### src/rtl/seg_pkg.sv
// seg_pkg: shared seven-segment definitions for the six-digit display path.
// Patterns are active-low. Bit 7 is the decimal point and bits 6..0 are
// segments g..a. The same definitions serve the scroll banner and the
// rotating-square generator.
package seg_pkg;

  typedef logic [7:0] seg_t;

  // Bit position of each segment inside a seg_t.
  typedef enum logic [2:0] {
    SEG_A  = 3'd0,
    SEG_B  = 3'd1,
    SEG_C  = 3'd2,
    SEG_D  = 3'd3,
    SEG_E  = 3'd4,
    SEG_F  = 3'd5,
    SEG_G  = 3'd6,
    SEG_DP = 3'd7
  } seg_bit_e;

  // Scroll direction as seen on the dir input.
  typedef enum logic {
    DIR_RIGHT = 1'b0,
    DIR_LEFT  = 1'b1
  } dir_e;

  localparam seg_t SEG_BLANK = 8'hFF;

  localparam seg_t GLYPH_0    = 8'hC0;
  localparam seg_t GLYPH_1    = 8'hF9;
  localparam seg_t GLYPH_2    = 8'hA4;
  localparam seg_t GLYPH_3    = 8'hB0;
  localparam seg_t GLYPH_4    = 8'h99;
  localparam seg_t GLYPH_5    = 8'h92;
  localparam seg_t GLYPH_6    = 8'h82;
  localparam seg_t GLYPH_7    = 8'hF8;
  localparam seg_t GLYPH_8    = 8'h80;
  localparam seg_t GLYPH_9    = 8'h90;
  localparam seg_t GLYPH_A    = 8'h88;
  localparam seg_t GLYPH_B    = 8'h83;
  localparam seg_t GLYPH_C    = 8'hC6;
  localparam seg_t GLYPH_D    = 8'hA1;
  localparam seg_t GLYPH_E    = 8'h86;
  localparam seg_t GLYPH_F    = 8'h8E;
  localparam seg_t GLYPH_H    = 8'h89;
  localparam seg_t GLYPH_L    = 8'hC7;
  localparam seg_t GLYPH_P    = 8'h8C;
  localparam seg_t GLYPH_DASH = 8'hBF;

  // Hex digit to glyph lookup.
  function automatic seg_t glyph_hex(input logic [3:0] v);
    seg_t g;
    case (v)
      4'h0:    g = GLYPH_0;
      4'h1:    g = GLYPH_1;
      4'h2:    g = GLYPH_2;
      4'h3:    g = GLYPH_3;
      4'h4:    g = GLYPH_4;
      4'h5:    g = GLYPH_5;
      4'h6:    g = GLYPH_6;
      4'h7:    g = GLYPH_7;
      4'h8:    g = GLYPH_8;
      4'h9:    g = GLYPH_9;
      4'hA:    g = GLYPH_A;
      4'hB:    g = GLYPH_B;
      4'hC:    g = GLYPH_C;
      4'hD:    g = GLYPH_D;
      4'hE:    g = GLYPH_E;
      default: g = GLYPH_F;
    endcase
    return g;
  endfunction

endpackage

### src/rtl/mod_m_tick.sv
// mod_m_tick: modulo-M enabled counter producing a one-cycle tick.
// Ports:
//   clk   - system clock
//   rst_n - asynchronous active-low reset
//   en    - count enable; the count holds while low
//   clr   - synchronous clear of the count; suppresses tick
//   tick  - high for the cycle in which the count wraps from M-1 to 0
module mod_m_tick #(
  parameter int unsigned M = 25_000_000
) (
  input  logic clk,
  input  logic rst_n,
  input  logic en,
  input  logic clr,
  output logic tick
);

  localparam int unsigned W = (M > 1) ? $clog2(M) : 1;
  localparam logic [W-1:0] LAST = W'(M - 1);

  logic [W-1:0] count;

  assign tick = en && !clr && (count == LAST);

  always_ff @(posedge clk or negedge rst_n) begin
    if (!rst_n) begin
      count <= '0;
    end else if (clr) begin
      count <= '0;
    end else if (en) begin
      count <= (count == LAST) ? '0 : count + 1'b1;
    end
  end

endmodule

### src/rtl/scroll_banner.sv
// scroll_banner: writable circular message of segment patterns with a
// six-digit window scrolled at a programmable tick rate.
// Ports:
//   clk, rst_n        - clock, asynchronous active-low reset
//   en                - run/freeze the scroll tick counter
//   dir               - 1 scrolls left (pointer +1), 0 scrolls right (-1)
//   clr               - synchronous pointer/counter clear (message kept)
//   wr_en/wr_addr/wr_data - message entry write port
//   in0..in5          - registered digit patterns, in5 leftmost
//   wrap              - registered one-cycle pulse after a wrapping step
import seg_pkg::*;

module scroll_banner #(
  parameter int unsigned TICK_DIV = 25_000_000,
  parameter int unsigned MSG_LEN  = 16
) (
  input  logic       clk,
  input  logic       rst_n,
  input  logic       en,
  input  logic       dir,
  input  logic       clr,
  input  logic       wr_en,
  input  logic [3:0] wr_addr,
  input  logic [7:0] wr_data,
  output logic [7:0] in0,
  output logic [7:0] in1,
  output logic [7:0] in2,
  output logic [7:0] in3,
  output logic [7:0] in4,
  output logic [7:0] in5,
  output logic       wrap
);

  typedef logic [3:0] ptr_t;

  localparam int unsigned MAX_LEN = 16;
  localparam int unsigned DIGITS  = 6;
  localparam logic [4:0]  LEN5    = 5'(MSG_LEN);
  localparam ptr_t        LAST    = ptr_t'(MSG_LEN - 1);

  // Storage is sized to the full 4-bit address space so wr_addr indexes it
  // directly; entries at or above MSG_LEN are never written and stay blank.
  seg_t msg [MAX_LEN];
  ptr_t ptr;
  ptr_t ptr_next;
  logic wrap_next;
  logic step;
  seg_t win [DIGITS];

  mod_m_tick #(
    .M(TICK_DIV)
  ) u_tick (
    .clk  (clk),
    .rst_n(rst_n),
    .en   (en),
    .clr  (clr),
    .tick (step)
  );

  // (p + k) mod MSG_LEN with an explicit compare-and-wrap, since MSG_LEN
  // need not be a power of two.
  function automatic ptr_t add_mod(input ptr_t p, input logic [2:0] k);
    logic [4:0] s;
    s = {1'b0, p} + {2'b00, k};
    if (s >= LEN5) begin
      s = s - LEN5;
    end
    return s[3:0];
  endfunction

  always_comb begin
    ptr_next  = ptr;
    wrap_next = 1'b0;
    if (clr) begin
      ptr_next = '0;
    end else if (step) begin
      if (dir == DIR_LEFT) begin
        if (ptr == LAST) begin
          ptr_next  = '0;
          wrap_next = 1'b1;
        end else begin
          ptr_next = ptr + 1'b1;
        end
      end else begin
        if (ptr == '0) begin
          ptr_next  = LAST;
          wrap_next = 1'b1;
        end else begin
          ptr_next = ptr - 1'b1;
        end
      end
    end
  end

  always_ff @(posedge clk or negedge rst_n) begin
    if (!rst_n) begin
      ptr <= '0;
    end else begin
      ptr <= ptr_next;
    end
  end

  always_ff @(posedge clk or negedge rst_n) begin
    if (!rst_n) begin
      for (int unsigned i = 0; i < MAX_LEN; i++) begin
        msg[i] <= SEG_BLANK;
      end
    end else if (wr_en && ({1'b0, wr_addr} < LEN5)) begin
      msg[wr_addr] <= wr_data;
    end
  end

  // win[0] is the leftmost digit (in5).
  always_comb begin
    for (int unsigned k = 0; k < DIGITS; k++) begin
      win[k] = msg[add_mod(ptr, 3'(k))];
    end
  end

  // All six digits load on the same edge from the registered pointer and
  // message, so a pointer or message change shows one edge later, whole.
  always_ff @(posedge clk or negedge rst_n) begin
    if (!rst_n) begin
      in5  <= SEG_BLANK;
      in4  <= SEG_BLANK;
      in3  <= SEG_BLANK;
      in2  <= SEG_BLANK;
      in1  <= SEG_BLANK;
      in0  <= SEG_BLANK;
      wrap <= 1'b0;
    end else begin
      in5  <= win[0];
      in4  <= win[1];
      in3  <= win[2];
      in2  <= win[3];
      in1  <= win[4];
      in0  <= win[5];
      wrap <= wrap_next;
    end
  end

endmodule
### config.mk
export PLATFORM = sky130hd
export DESIGN_NAME = scroll_banner
export DESIGN_NICKNAME = d
export VERILOG_FILES = /design/src/rtl/seg_pkg.sv /design/src/rtl/mod_m_tick.sv /design/src/rtl/scroll_banner.sv
export SDC_FILE = /design/constraint.sdc
export NUM_CORES = 1
export LEC_CHECK = 0
export CAP_MARGIN = 10
export CORE_ASPECT_RATIO = 1.4
export CORE_MARGIN = 5
export CORE_UTILIZATION = 55
export CTS_BUF_LIST = sky130_fd_sc_hd__clkbuf_4 sky130_fd_sc_hd__clkbuf_8 sky130_fd_sc_hd__clkbuf_16
export CTS_CLUSTER_DIAMETER = 80
export DETAILED_ROUTE_END_ITERATION = 10
export GPL_ROUTABILITY_DRIVEN = 0
export PLACE_DENSITY = 0.74
export SYNTH_ARGS = -nofsm -noshare
export SYNTH_HDL_FRONTEND = slang
export SYNTH_SLANG_ARGS = --single-unit
### constraint.sdc
create_clock -name clk -period 7.35 [get_ports clk]
set_input_delay 0.735 -clock clk [delete_from_list [all_inputs] [get_ports clk]]
set_output_delay 0.735 -clock clk [all_outputs]
set_load 0.05 [all_outputs]
==> results of run 1 <==
[metrics by stage]
stage          worst slack [ns]  area [sq um]
2_1_floorplan              4.08         12500
3_3_place_gp               3.72         13400
3_5_place_dp               3.62         13400
4_1_cts                    3.59         14200
5_1_grt                    3.27         14200
6_report                   3.59         14200
[state kept, by name, summed over array words and instances, names as in the netlist]
| register | count |
|---|---|
| in3 | 8 |
| wrap | 1 |
| u_tick.count | 25 |
| in4 | 8 |
| in2 | 8 |
| ptr | 4 |
| in1 | 8 |
| in5 | 8 |
| in0 | 8 |
| msg | 128 |
[cell usage in the layout, fill, tap and decap left out, types with 6 or more instances in the layout]
cell type,synthesis,layout
nand2_1,21,21
nand2b_1,6,6
clkdlybuf4s50_1,0,65
and3_1,7,7
buf_4,8,21
clkbuf_8,0,7
clkbuf_16,0,24
a21oi_1,16,16
mux4_2,163,163
nor3_1,11,11
mux4_1,13,13
a31oi_1,8,8
inv_1,10,10
mux2_2,128,128
dfstp_2,176,176
nor2_1,24,24
dfrtp_1,30,28
ha_1,11,10
nand3_1,21,21
nand4_1,13,13
[cell type report]
class	instances	area, sq um
fillers	1598	8250
clock buffers	32	698
well taps	301	377
multi-input cells	509	6790
inverters	12	45.0
clock inverters	7	85.1
flip-flops and latches	206	5380
repair buffers	87	822
[path summary, 6_finish.rpt]
kind                                        from                to  slack [ns]  depth (start not counted)
worst max-delay path                      ptr[1]            in2[5]        3.59                          5
worst min-delay path                       rst_n  u_tick.count[12]        0.41                          1
worst max register to register            ptr[1]            in2[5]        3.59                          5
worst min register to register  u_tick.count[23]  u_tick.count[23]        0.53                          2
max in group asynchronous                  rst_n            ptr[0]        5.26                          2
min in group clk                u_tick.count[23]  u_tick.count[23]        0.53                          2
[routing by layer]
layer / up-vias / GRT usage, % / wire (um)
met1: 4234 / 31.7 / 11000
met4: 0 / 8.87 / 1220
met3: 77 / 4.46 / 2430
met2: 392 / 42.6 / 16300
met5: - / 0 / 0
li1: 3302 / - / -
[critical path, stage by stage, from the launching register on]
cell and delay (ns):
dfrtp_2 0.35, buf_4 0.73, inv_1 0.34, ha_4 1.08
mux4_2 0.63, mux4_2 0.50
[logic make-up after synthesis]
kind of cell | Yosys count
flip-flops | 206
AO/OA/AOI/OAI | 53
buffers and inverters | 70
XOR/XNOR | 10
AND/OR/NAND/NOR | 127
multiplexers | 308
adder cells (fa/ha/maj) | 11
[power by group through the flow]
| stage | Combinational [W] | Clock (W) | Sequential, W |
|---|---|---|---|
| 2_1_floorplan | 0.000516 | 0 | 0.00192 |
| 3_3_place_gp | 0.000965 | 0 | 0.00175 |
| 3_5_place_dp | 0.000989 | 0 | 0.00178 |
| 4_1_cts | 0.000993 | 0.00120 | 0.00177 |
| 5_1_grt | 0.00104 | 0.00124 | 0.00181 |
| 6_report | 0.000986 | 0.00117 | 0.00177 |
==> results.toml, run 1 <==
[run_status]
outcome = "completed"

[logic_synthesis]
ys_warn_count = 0
synthTopCellsByArea = "dfstp_2 (37%), mux4_2 (29%), mux2_2 (12%)"
synth_most_common_cell = "dfstp_2"
ys_ff_latch = 206
syn_area_sq_um = 12500
synth_edf_count = 0
syn_nets = 814
synth_top_family_by_area = "multiplexers"
muxShareOfSynthArea_pct = 44.1
ys.flop_type = "dfstp_2"
yosys.area_share.adder_pct = 1.11
synth_compound_area_share_pct = 2.83
synth-simple-area-share_pct = 5.51
async_reset_ff_share_pct = 100
synth_area_leader_cell = "dfstp_2"
ys_seq_area_share_pct = 43.2
ys_types = 53
synthDominantCellAreaShare_pct = 37.1
avgSynthCellArea_sq_um = 15.9
yosys-top-cells-count = "dfstp_2 (176), mux4_2 (163), mux2_2 (128)"
netlist_instances = 785
synth_xor_area_share_pct = 0.703

[sta]
rsz0062_at_grt = "no"
finalSetupViolations = 0
final-hold-violation-count = 0
post-route-period-util_pct = 51.2
final.setup.tns_ns = 0
fin_crit_ns = 3.76
holdWs_ns = 0.408
worst_slew_pin_slew_ns = 1.11
fin_skew_ns = 0.00905
final_max_slew_viol_count = 0
max_slew_margin_pct = 26.3
max_freq_mhz = 266

[grt]
grt_usage_pct = 24.9
antenna_found_initial = 0
first_global_vias = 8364
grt_start_max_net_pins = 127
grt-ovfl-total = 0
grt_pass1_wl_um = 49200

[pwr]
p_switching_w = 0.00113
powerDensity_nw_per_um2 = 277
p_int_w = 0.00280
clock_power_share_pct = 29.8
power.leakage_nw = 5.08
p_sw_share_pct = 28.8
ir_drop_uv = 200
p_comb_share_pct = 25.1
seqPwrFrac_pct = 45.1
total_power_w = 0.00393

[routing]
wl_um = 31000
wl_per_cell_um = 26.9
first_iter_violations = 635
ant_nets = 0
vias = 8005
drt_first_pass_iters = 7
vias_per_cell = 6.94
drc = 0

[clock_network]
clkTransAtPathRegs_ns = 0.06
clock-sinks = 206
cts_tree = "built"
htreeDepth = 1
cts_setup_buffers = 0
root_buffer = "clkbuf_16"
ctsResizeCount = 0
holdBufCountCts = 0
clockBufferDepth = 3
clk-insertion-delay-late_ns = 0.50
cts_buffers = 22

[placed_design]
dpl.cell_count = 1115
io_buffers = 66
dpl.hpwl_um = 20300

[layout]
syn_to_final_growth_pct = 14.0
final_layout_size_suffix_gt1_share_pct = 63.2
stdcell_count = 1154
fin_util_pct = 63.2
finalNetCount = 867
antennaDiodeCount = 0

[floorplanning]
initial_utilization_pct = 55.5
rows = 65
core_area_sq_um = 22400
boundaryPins = 67
die_w_um = 137
dieArea_sq_um = 25800
dieHeight_um = 188

[critical_path]
worstPathRequired_ns = 7.76
critPathLaunchType = "flip-flop"
cp_data_arrival_time_ns = 4.17
end_kind = "flip-flop"
crit_type = "reg -> reg"
cp_max_fo = 68

[hold_path]
hp-class = "in -> async"

[job]
drv_cap = 0
(Power assumes the default switching activity.)
==> run 2: changes to the inputs <==
--- a/config.mk
+++ b/config.mk
@@ -13,7 +13,7 @@
 export CTS_CLUSTER_DIAMETER = 80
 export DETAILED_ROUTE_END_ITERATION = 10
 export GPL_ROUTABILITY_DRIVEN = 0
-export PLACE_DENSITY = 0.74
+export PLACE_DENSITY = 0.77
 export SYNTH_ARGS = -nofsm -noshare
 export SYNTH_HDL_FRONTEND = slang
 export SYNTH_SLANG_ARGS = --single-unit
==> constraint.sdc (replaced) <==
create_clock -name clk -period 3.1 [get_ports clk]
set_input_delay 0.31 -clock clk [delete_from_list [all_inputs] [get_ports clk]]
set_output_delay 0.31 -clock clk [all_outputs]
set_load 0.05 [all_outputs]
==> run 2 against run 1 <==
Compared with the run above: the flow now finishes with violations (negative hold slack); fmax rose by 44%; clock skew about the same; global-route usage up 0.35 points; critical path depth unchanged; register-to-register slack worse by 3.1 ns; sequential share of layout area is 0.28 points lower; core utilization grew 0.47 points; non-clock buffer count up 15; count of clock-buffer cells in the layout is 1 higher; design area grew 0.74%.
==> results.toml, run 2 (synthesized netlist as in run 1, its figures left out) <==
[routing]
first_iter_violations = 725
routed.top_layer = "met4"
drc = 0
drt_first_pass_iters = 7
wl_met3_um = 2530
ant_nets = 0
vias = 8212
wl_per_cell_um = 27.1
vias_per_cell = 7.02
wl_um = 31700
wl_met2_um = 16300
drt-met1-wl_um = 11500

[sta]
post-route-period-util_pct = 84.3
final-hold-violation-count = 9
fin_crit_ns = 2.61
max_slew_margin_pct = 30.6
fin_skew_ns = 0.00946
max_freq_mhz = 383
final_max_slew_viol_count = 0
rsz0062_at_grt = "no"
worst_slew_pin_slew_ns = 1.04
finalSetupViolations = 0
holdWs_ns = -0.0110
final.setup.tns_ns = 0

[critical_path]
critPathLaunch = "ptr[1]"
end_kind = "flip-flop"
crit_type = "reg -> reg"
path_common_cell = "buf_4"
r2r_slack_ns = 0.49
worstPathCellList = "buf_4, ha_1, xnor2_2, buf_4, mux4_2"
critical_path.max_stage_delay_ns = 0.73
worstPathRequired_ns = 3.52
r2r-end = "in4[3]"
critPathLaunchType = "flip-flop"
cp_max_fo = 67
crit_slowest_cell = "buf_4"
cp_data_arrival_time_ns = 3.03
timing.rr.start = "ptr[1]"
reg2reg_depth = 5

[clock_network]
clockBufferDepth = 3
ctsResizeCount = 0
cts_buffers = 22
clkTransAtPathRegs_ns = 0.07
cts_setup_buffers = 0
clock-sinks = 206
root_buffer = "clkbuf_16"
holdBufCountCts = 0
cts_tree = "built"
htreeDepth = 1
clk-insertion-delay-late_ns = 0.51

[grt]
antenna_found_initial = 0
grt_start_max_net_pins = 136
grt_usage_pct = 25.2
first_global_vias = 8473
grt_pass1_wl_um = 49900
grt-ovfl-total = 0

[layout]
fillers = 1591
final_layout_size_suffix_gt1_share_pct = 63.8
finalNetCount = 882
reg_top3 = "msg x128, u_tick.count x25"
multi_input_area_sq_um = 6780
antennaDiodeCount = 0
syn_to_final_growth_pct = 14.8
stdcell_count = 1170
final_common_cell = "dfstp_2"
layout.area.seq_sq_um = 5380
final_cell_mix = "dfstp_2 (176), mux4_2 (163), mux2_2 (128)"
regMostFlops = "msg"
largest_reg_flops = 128

[floorplanning]
dieHeight_um = 188
boundaryPins = 67
initial_utilization_pct = 55.5
dieArea_sq_um = 25800
die_w_um = 137
core_area_sq_um = 22400
rows = 65

[placed_design]
io_buffers = 66
dpl.cell_count = 1130
dpl.hpwl_um = 21000

[pwr]
ir_drop_uv = 442
power.leakage_nw = 5.13
powerDensity_nw_per_um2 = 644
total_power_w = 0.00921

[job]
drv_cap = 0

[run_status]
outcome = "finished with violations"
violations = "negative hold slack"

[hold_path]
hp-class = "in -> async"
-- run 2: cell types whose count changed in the layout (fill, tap and decap cells not counted) --
cell,delta
xnor2_1,+1
bufinv_16,-2
buf_12,+4
clkbuf_4,+3
buf_4,+11
clkinvlp_4,+2
clkbuf_8,-2
xnor2_2,-1
-- run 2: how the worst max path moves through the flow --
| stage | end | cells after the start |
|---|---|---|
| floorplan | in2[4] | 9 |
| global placement | in4[7] | 5 |
| detailed placement | in4[6] | 5 |
| CTS | in4[3] | 5 |
| global route | in4[1] | 5 |
| finish | in4[3] | 5 |
-- run 2: area by class of cell --
class	instances	area share (%)
clock buffers	33	4.85
clock inverters	7	0.280
inverters	12	0.315
multi-input cells	509	47.4
flip-flops and latches	206	37.6
well taps	301	2.63
repair buffers	102	6.89
-- run 2: routing by layer --
layer  vias to the layer above  track usage (%)
met5                         -                0
met3                        93             4.00
met2                       470             42.0
met4                         0             9.60
li1                       3333                -
met1                      4316             33.3
-- run 2: where the power goes --
part / internal (W) / switching (W) / leakage (nW)
combinational: 0.00127 / 0.00110 / 2.51
clock: 0.00155 / 0.00108 / 0.367
sequential: 0.00364 / 0.000561 / 2.26
-- run 2: metrics by stage --
| stage | cell area, sq um | utilization, % | setup WS, ns |
|---|---|---|---|
| 2_1_floorplan | 12500 | - | 0.0446 |
| 3_3_place_gp | 13600 | 60.4 | 0.566 |
| 3_5_place_dp | 13600 | 60.4 | 0.480 |
| 4_1_cts | 14300 | 63.7 | 0.460 |
| 5_1_grt | 14300 | 63.7 | 0.317 |
| 6_report | 14300 | 63.7 | 0.487 |
-- run 2: critical path: cells and delay by family (launching register included) --
| family | cells | cell delay [ns] |
|---|---|---|
| buffers and inverters | 2 | 1.08 |
| multiplexers | 1 | 0.56 |
| adder cells (fa/ha/maj) | 1 | 0.39 |
| XOR/XNOR | 1 | 0.13 |
| flip-flops | 1 | 0.36 |
